[config.mk]
export PLATFORM = sky130hd
export DESIGN_NAME = keypad_event_ctrl
export DESIGN_NICKNAME = d
export VERILOG_FILES = /design/src/rtl/keypad_event_ctrl.sv
export SDC_FILE = /design/constraint.sdc
export NUM_CORES = 1
export LEC_CHECK = 0
export CELL_PAD_IN_SITES_DETAIL_PLACEMENT = 0
export CELL_PAD_IN_SITES_GLOBAL_PLACEMENT = 2
export CORE_MARGIN = 10
export CORE_UTILIZATION = 44
export CTS_CLUSTER_DIAMETER = 40
export DETAILED_ROUTE_END_ITERATION = 7
export PLACE_DENSITY = 0.85
export SLEW_MARGIN = 20
export SYNTH_ARGS = -nofsm -noshare
export SYNTH_HDL_FRONTEND = slang
export SYNTH_SLANG_ARGS = --single-unit
[constraint.sdc]
create_clock -name clock -period 6.6 [get_ports clock]
set_input_delay 0.66 -clock clock [delete_from_list [all_inputs] [get_ports clock]]
set_output_delay 0.66 -clock clock [all_outputs]
set_load 0.05 [all_outputs]
[src/rtl/keypad_event_ctrl.sv]
// Turns raw keypad scanner output into debounced key events and queues them for a valid/ready consumer.
// Optional auto-repeat of a held key is built when KEYPAD_AUTOREPEAT_EN is defined.
module keypad_event_ctrl #(
  parameter int FIFO_DEPTH     = 8,
  parameter int STABLE_CYCLES  = 16,
  parameter int RELEASE_CYCLES = 16,
  parameter int REPEAT_DELAY   = 500000,
  parameter int REPEAT_RATE    = 100000,
  parameter int CNT_W          = 20
) (
  input  logic                          clock,
  input  logic                          reset,
  input  logic                          enable,
  input  logic                          key_valid,
  input  logic [3:0]                    key_code,
  output logic                          evt_valid,
  output logic [3:0]                    evt_code,
  input  logic                          evt_ready,
  output logic [$clog2(FIFO_DEPTH):0]   fifo_level,
  output logic                          overflow,
  input  logic                          overflow_clr
);

  localparam int PTR_W = $clog2(FIFO_DEPTH);
  localparam int LVL_W = PTR_W + 1;
  localparam logic [CNT_W-1:0] STB_LAST      = CNT_W'(STABLE_CYCLES - 1);
  localparam logic [CNT_W-1:0] REL_LAST      = CNT_W'(RELEASE_CYCLES - 1);
  localparam logic [CNT_W-1:0] RPT_DLY_LAST  = CNT_W'(REPEAT_DELAY - 1);
  localparam logic [CNT_W-1:0] RPT_RATE_LAST = CNT_W'(REPEAT_RATE - 1);
  localparam bit STB_ONE = (STABLE_CYCLES == 1);
  localparam bit REL_ONE = (RELEASE_CYCLES == 1);

`ifdef KEYPAD_AUTOREPEAT_EN
  localparam bit AUTOREPEAT = 1'b1;
`else
  localparam bit AUTOREPEAT = 1'b0;
`endif

  typedef enum logic [1:0] {IDLE, QUALIFY, PRESSED, RELEASE} state_t;

  state_t             state;
  logic [CNT_W-1:0]   timer;
  logic [CNT_W-1:0]   rpt_timer;
  logic               rpt_first;
  logic [3:0]         cand;
  logic               fsm_push;
  logic               rpt_push;
  logic               push;
  logic [3:0]         push_code;
  logic               pop;
  logic               full;
  logic               do_push;
  logic [PTR_W-1:0]   wr_ptr;
  logic [PTR_W-1:0]   rd_ptr;
  logic [3:0]         mem [FIFO_DEPTH];

  // Press acceptance happens in the same cycle the last stable sample is seen.
  always_comb begin
    fsm_push  = 1'b0;
    push_code = cand;
    if (enable) begin
      case (state)
        IDLE:    if (key_valid && STB_ONE) begin
                   fsm_push  = 1'b1;
                   push_code = key_code;
                 end
        QUALIFY: if (key_valid && key_code == cand && timer == STB_LAST) fsm_push = 1'b1;
        default: ;
      endcase
    end
  end

  assign rpt_push = AUTOREPEAT && enable && state == PRESSED && key_valid && key_code == cand &&
                    rpt_timer == (rpt_first ? RPT_DLY_LAST : RPT_RATE_LAST);
  assign push     = fsm_push | rpt_push;

  always_ff @(posedge clock or negedge reset) begin
    if (!reset) begin
      state <= IDLE;
      timer <= '0;
    end else if (!enable) begin
      state <= IDLE;
      timer <= '0;
    end else begin
      case (state)
        IDLE: if (key_valid) begin
          state <= STB_ONE ? PRESSED : QUALIFY;
          timer <= STB_ONE ? '0 : CNT_W'(1);
        end
        QUALIFY: if (!key_valid || key_code != cand) begin
          state <= IDLE;
          timer <= '0;
        end else if (fsm_push) begin
          state <= PRESSED;
          timer <= '0;
        end else begin
          timer <= timer + 1'b1;
        end
        PRESSED: if (!key_valid) begin
          state <= REL_ONE ? IDLE : RELEASE;
          timer <= REL_ONE ? '0 : CNT_W'(1);
        end
        RELEASE: if (key_valid) begin
          state <= PRESSED;
          timer <= '0;
        end else if (timer == REL_LAST) begin
          state <= IDLE;
          timer <= '0;
        end else begin
          timer <= timer + 1'b1;
        end
        default: begin
          state <= IDLE;
          timer <= '0;
        end
      endcase
    end
  end

  always_ff @(posedge clock) begin
    if (enable && state == IDLE && key_valid) cand <= key_code;
  end

  // Repeat timer only runs while the accepted key is still held; any exit restarts the delay.
  always_ff @(posedge clock or negedge reset) begin
    if (!reset) begin
      rpt_timer <= '0;
      rpt_first <= 1'b1;
    end else if (AUTOREPEAT && enable && state == PRESSED && key_valid) begin
      if (key_code == cand) begin
        if (rpt_push) begin
          rpt_timer <= '0;
          rpt_first <= 1'b0;
        end else begin
          rpt_timer <= rpt_timer + 1'b1;
        end
      end
    end else begin
      rpt_timer <= '0;
      rpt_first <= 1'b1;
    end
  end

  assign evt_valid = (fifo_level != '0);
  assign full      = (fifo_level == LVL_W'(FIFO_DEPTH));
  assign pop       = evt_valid & evt_ready;
  assign do_push   = push & (~full | pop);
  assign evt_code  = evt_valid ? mem[rd_ptr] : 4'h0;

  always_ff @(posedge clock) begin
    if (do_push) mem[wr_ptr] <= push_code;
  end

  always_ff @(posedge clock or negedge reset) begin
    if (!reset) begin
      wr_ptr     <= '0;
      rd_ptr     <= '0;
      fifo_level <= '0;
      overflow   <= 1'b0;
    end else begin
      if (do_push) wr_ptr <= wr_ptr + 1'b1;
      if (pop)     rd_ptr <= rd_ptr + 1'b1;
      case ({do_push, pop})
        2'b10:   fifo_level <= fifo_level + 1'b1;
        2'b01:   fifo_level <= fifo_level - 1'b1;
        default: ;
      endcase
      if (push && full && !pop) overflow <= 1'b1;
      else if (overflow_clr)    overflow <= 1'b0;
    end
  end

endmodule

==> impl_metrics.tcl <==
set metrics [dict create \
    yosysSeqAreaShare_pct 57.88 \
    synth_edf_count 36 \
    path_max_fanout 10 \
    switching_share_pct 22.15 \
    numPortBuffers 19 \
    setup_tns_ns 0 \
    dp_cells 376 \
    cts_buffers 9 \
    rsz0062_at_grt "false" \
    layout_min_cycle_time_ns 3.297 \
    post_cts_resized 0 \
    vias_per_cell 5.464 \
    drive_gt1_share_pct 11.95 \
    drc_errors 0 \
    finalClockSkew_ns 0.01017 \
    grt-ovfl-total 0 \
    synth-compound-area-share_pct 10.22 \
    tritoncts "built" \
    vdd_drop_max_v 0.00008657 \
    slew_headroom_pct 49.05 \
    hold_start "wr_ptr[0]$_DFFE_PN0P_" \
    cts-htree-levels 3 \
    switching_power_uw 182.1 \
    reg2reg_depth 6 \
    die-height_um 106.5 \
    grt_pass1_wl_mm 10.90 \
    post_cts_buffers 0 \
    synth_mux_area_share_pct 7.482 \
    status "finished clean" \
    synth_common_cells "edfxtp_1, dfrtp_1, nor2_1" \
    num-nets-final 302 \
    synth.top_cell.area_share_pct 32.81 \
    clk_pin_slew_worst_paths_ns 0.08 \
    routed_wl_mm 6.462 \
    dieArea_um2 11350 \
    cap_viol_max_count 0 \
    row_count 31 \
    cts_root_buffer "clkbuf_8" \
    nFillCells 645 \
    clock_latency_ns 0.35 \
    core_area_um2 7253 \
    synth_adder_area_share_pct 1.519 \
    diodes 0 \
    die_x_um 106.5 \
    synth_cell_type_count 48 \
    clock.fmax_ghz 0.3033 \
    end_kind "output pin" \
    setup_violations 0 \
    final_core_util_pct 52.01 \
    synth_most_common_cell "edfxtp_1" \
    regToRegSetupSlack_ns 3.71 \
    power_leakage_uw 0.001431 \
    vias 2142 \
    yosys-top-cells-area "edfxtp_1, dfrtp_1, mux4_2" \
    firstDrtPassIters 5 \
    syn-num-nets 282 \
    tightestPinTransition_ns 0.7572 \
    p_int_uw 640.0 \
    initial_core_util_pct 45.42 \
    ys.flop_type "edfxtp_1" \
    synth_xor_area_share_pct 3.456 \
    clk_path_buf_depth 2 \
    min_period_over_period_pct 49.96 \
    power_density_nw_per_um2 217.9 \
    synth_top_family_by_area "simple AND/OR/NAND/NOR gates" \
    cts_num_sinks 69 \
    ant_nets 0 \
    grt_use_total_pct 12.03 \
    syn_area_per_cell_um2 12.29 \
    power_uw 822.1 \
    antenna_found_initial 0 \
    syn_inst 268 \
    grt_pass1_vias 2098 \
    worstSetupPathType "reg2out" \
    area_growth_syn_to_layout_pct 14.51 \
    holdWs_ns 0.5271 \
    ys_seq_elements 69 \
    crit_end "evt_code[2]" \
    yosysTopAreaCell "edfxtp_1" \
    drtIter0Drc 89 \
    crit_path_start_kind "flip-flop" \
    r2r-end "mem[0][1]$_DFFE_PP_" \
    gp_congestion 0.7309 \
    cp_data_required_time_ns 5.94 \
    pwr-share-clk_pct 41.6 \
    yosys_warnings 0 \
    instances_no_fill 392 \
    seqPwrFrac_pct 55.7 \
    grt_max_degree 37 \
    synthSimpleGateAreaFrac_pct 17.32 \
    crit_path_start "rd_ptr[0]$_DFFE_PN0P_" \
    wl_per_cell_um 16.48 \
    arrival_ns 2.64 \
    p_comb_share_pct 2.7 \
    dp_hpwl_mm 4.531 \
    syn-cell-area_um2 3294 \
    hold_violations 0 \
    cts_hold_buf 0 \
    drv_slew 0 \
    num_io_pins 20 \
    worstReg2RegStart "timer[5]$_DFFE_PN0P_" \
    hold_path.class "reg2reg" \
    synthArstFlopShare_pct 47.83 \
]
[registers in the layout (all words and copies together), names as in the netlist]
name / count
mem: 32
wr_ptr: 3
cand: 4
state: 2
fifo_level: 4
timer: 20
rd_ptr: 3
overflow: 1
[cell families after synthesis]
| kind of cell | Yosys count |
|---|---|
| AOI/OAI and AO/OA | 49 |
| xor gates and xnor gates | 13 |
| adders and majority gates | 4 |
| buffers and inverters | 16 |
| DFF | 69 |
| muxes | 14 |
| and+or+nand+nor | 103 |
[critical path, stage by stage, from the launching register on]
cell	delay, ns
dfrtp_1	0.75
mux4_2	0.61
mux2i_1	0.15
nor2_1	0.05
clkdlybuf4s50_1	0.73
[cell type report]
class,instances,area [µm²],share of cell area (%)
Sequential cell,69,1907,50.55
Timing Repair Buffer,21,205.2,5.439
Clock buffer,9,123.9,3.284
Clock inverter,7,73.82,1.957
Inverter,4,15.01,0.3980
Multi-Input combinational cell,183,1324,35.09
Tap cell,99,123.9,3.284
[placed cells by master, fill, tap and decap left out, drive strengths merged, types with 9 or more instances in the layout]
cell type      count
nand2             20
nor2              25
clkbuf             9
a31oi             14
nand2b             9
edfxtp            36
dfrtp             33
clkdlybuf4s50     19
nand3             13
a21oi             10
[worst min path at each step]
stage	endpoint	slack, ns	depth (start not counted)
floorplan	fifo_level[0]$_DFFE_PN0P_	0.36	0
global placement	overflow$_DFFE_PN0P_	0.51	2
detailed placement	wr_ptr[0]$_DFFE_PN0P_	0.52	1
CTS	wr_ptr[0]$_DFFE_PN0P_	0.53	1
global route	wr_ptr[0]$_DFFE_PN0P_	0.54	1
finish	wr_ptr[0]$_DFFE_PN0P_	0.53	1
[power by group through the flow]
stage | Clock (µW) | Combinational [µW] | Sequential, µW
4_1_cts | 352 | 22.8 | 458
6_report | 342 | 22.1 | 458
5_1_grt | 370 | 24.9 | 459
2_1_floorplan | 0 | 8.39 | 466
3_3_place_gp | 0 | 22.3 | 467
3_5_place_dp | 0 | 22.7 | 467
[metal layers]
layer	GRT usage [%]	vias up	part of all wire (%)	wire, µm
met5	0	-	0	0
met3	3.804	7	5.4	352
met2	16.17	57	41	2653
met4	5.513	0	1.4	91
met1	17.12	1021	52	3364
li1	-	1057	-	-
[stage by stage]
step	worst slack (ns)	instance area [µm²]
after floorplan	3.707	3294
after global placement	3.394	3575
after detailed placement	3.264	3575
after CTS	3.273	3772
after global routing	3.139	3772
final	3.303	3772
Note: power is estimated with default switching activity, not from simulation.
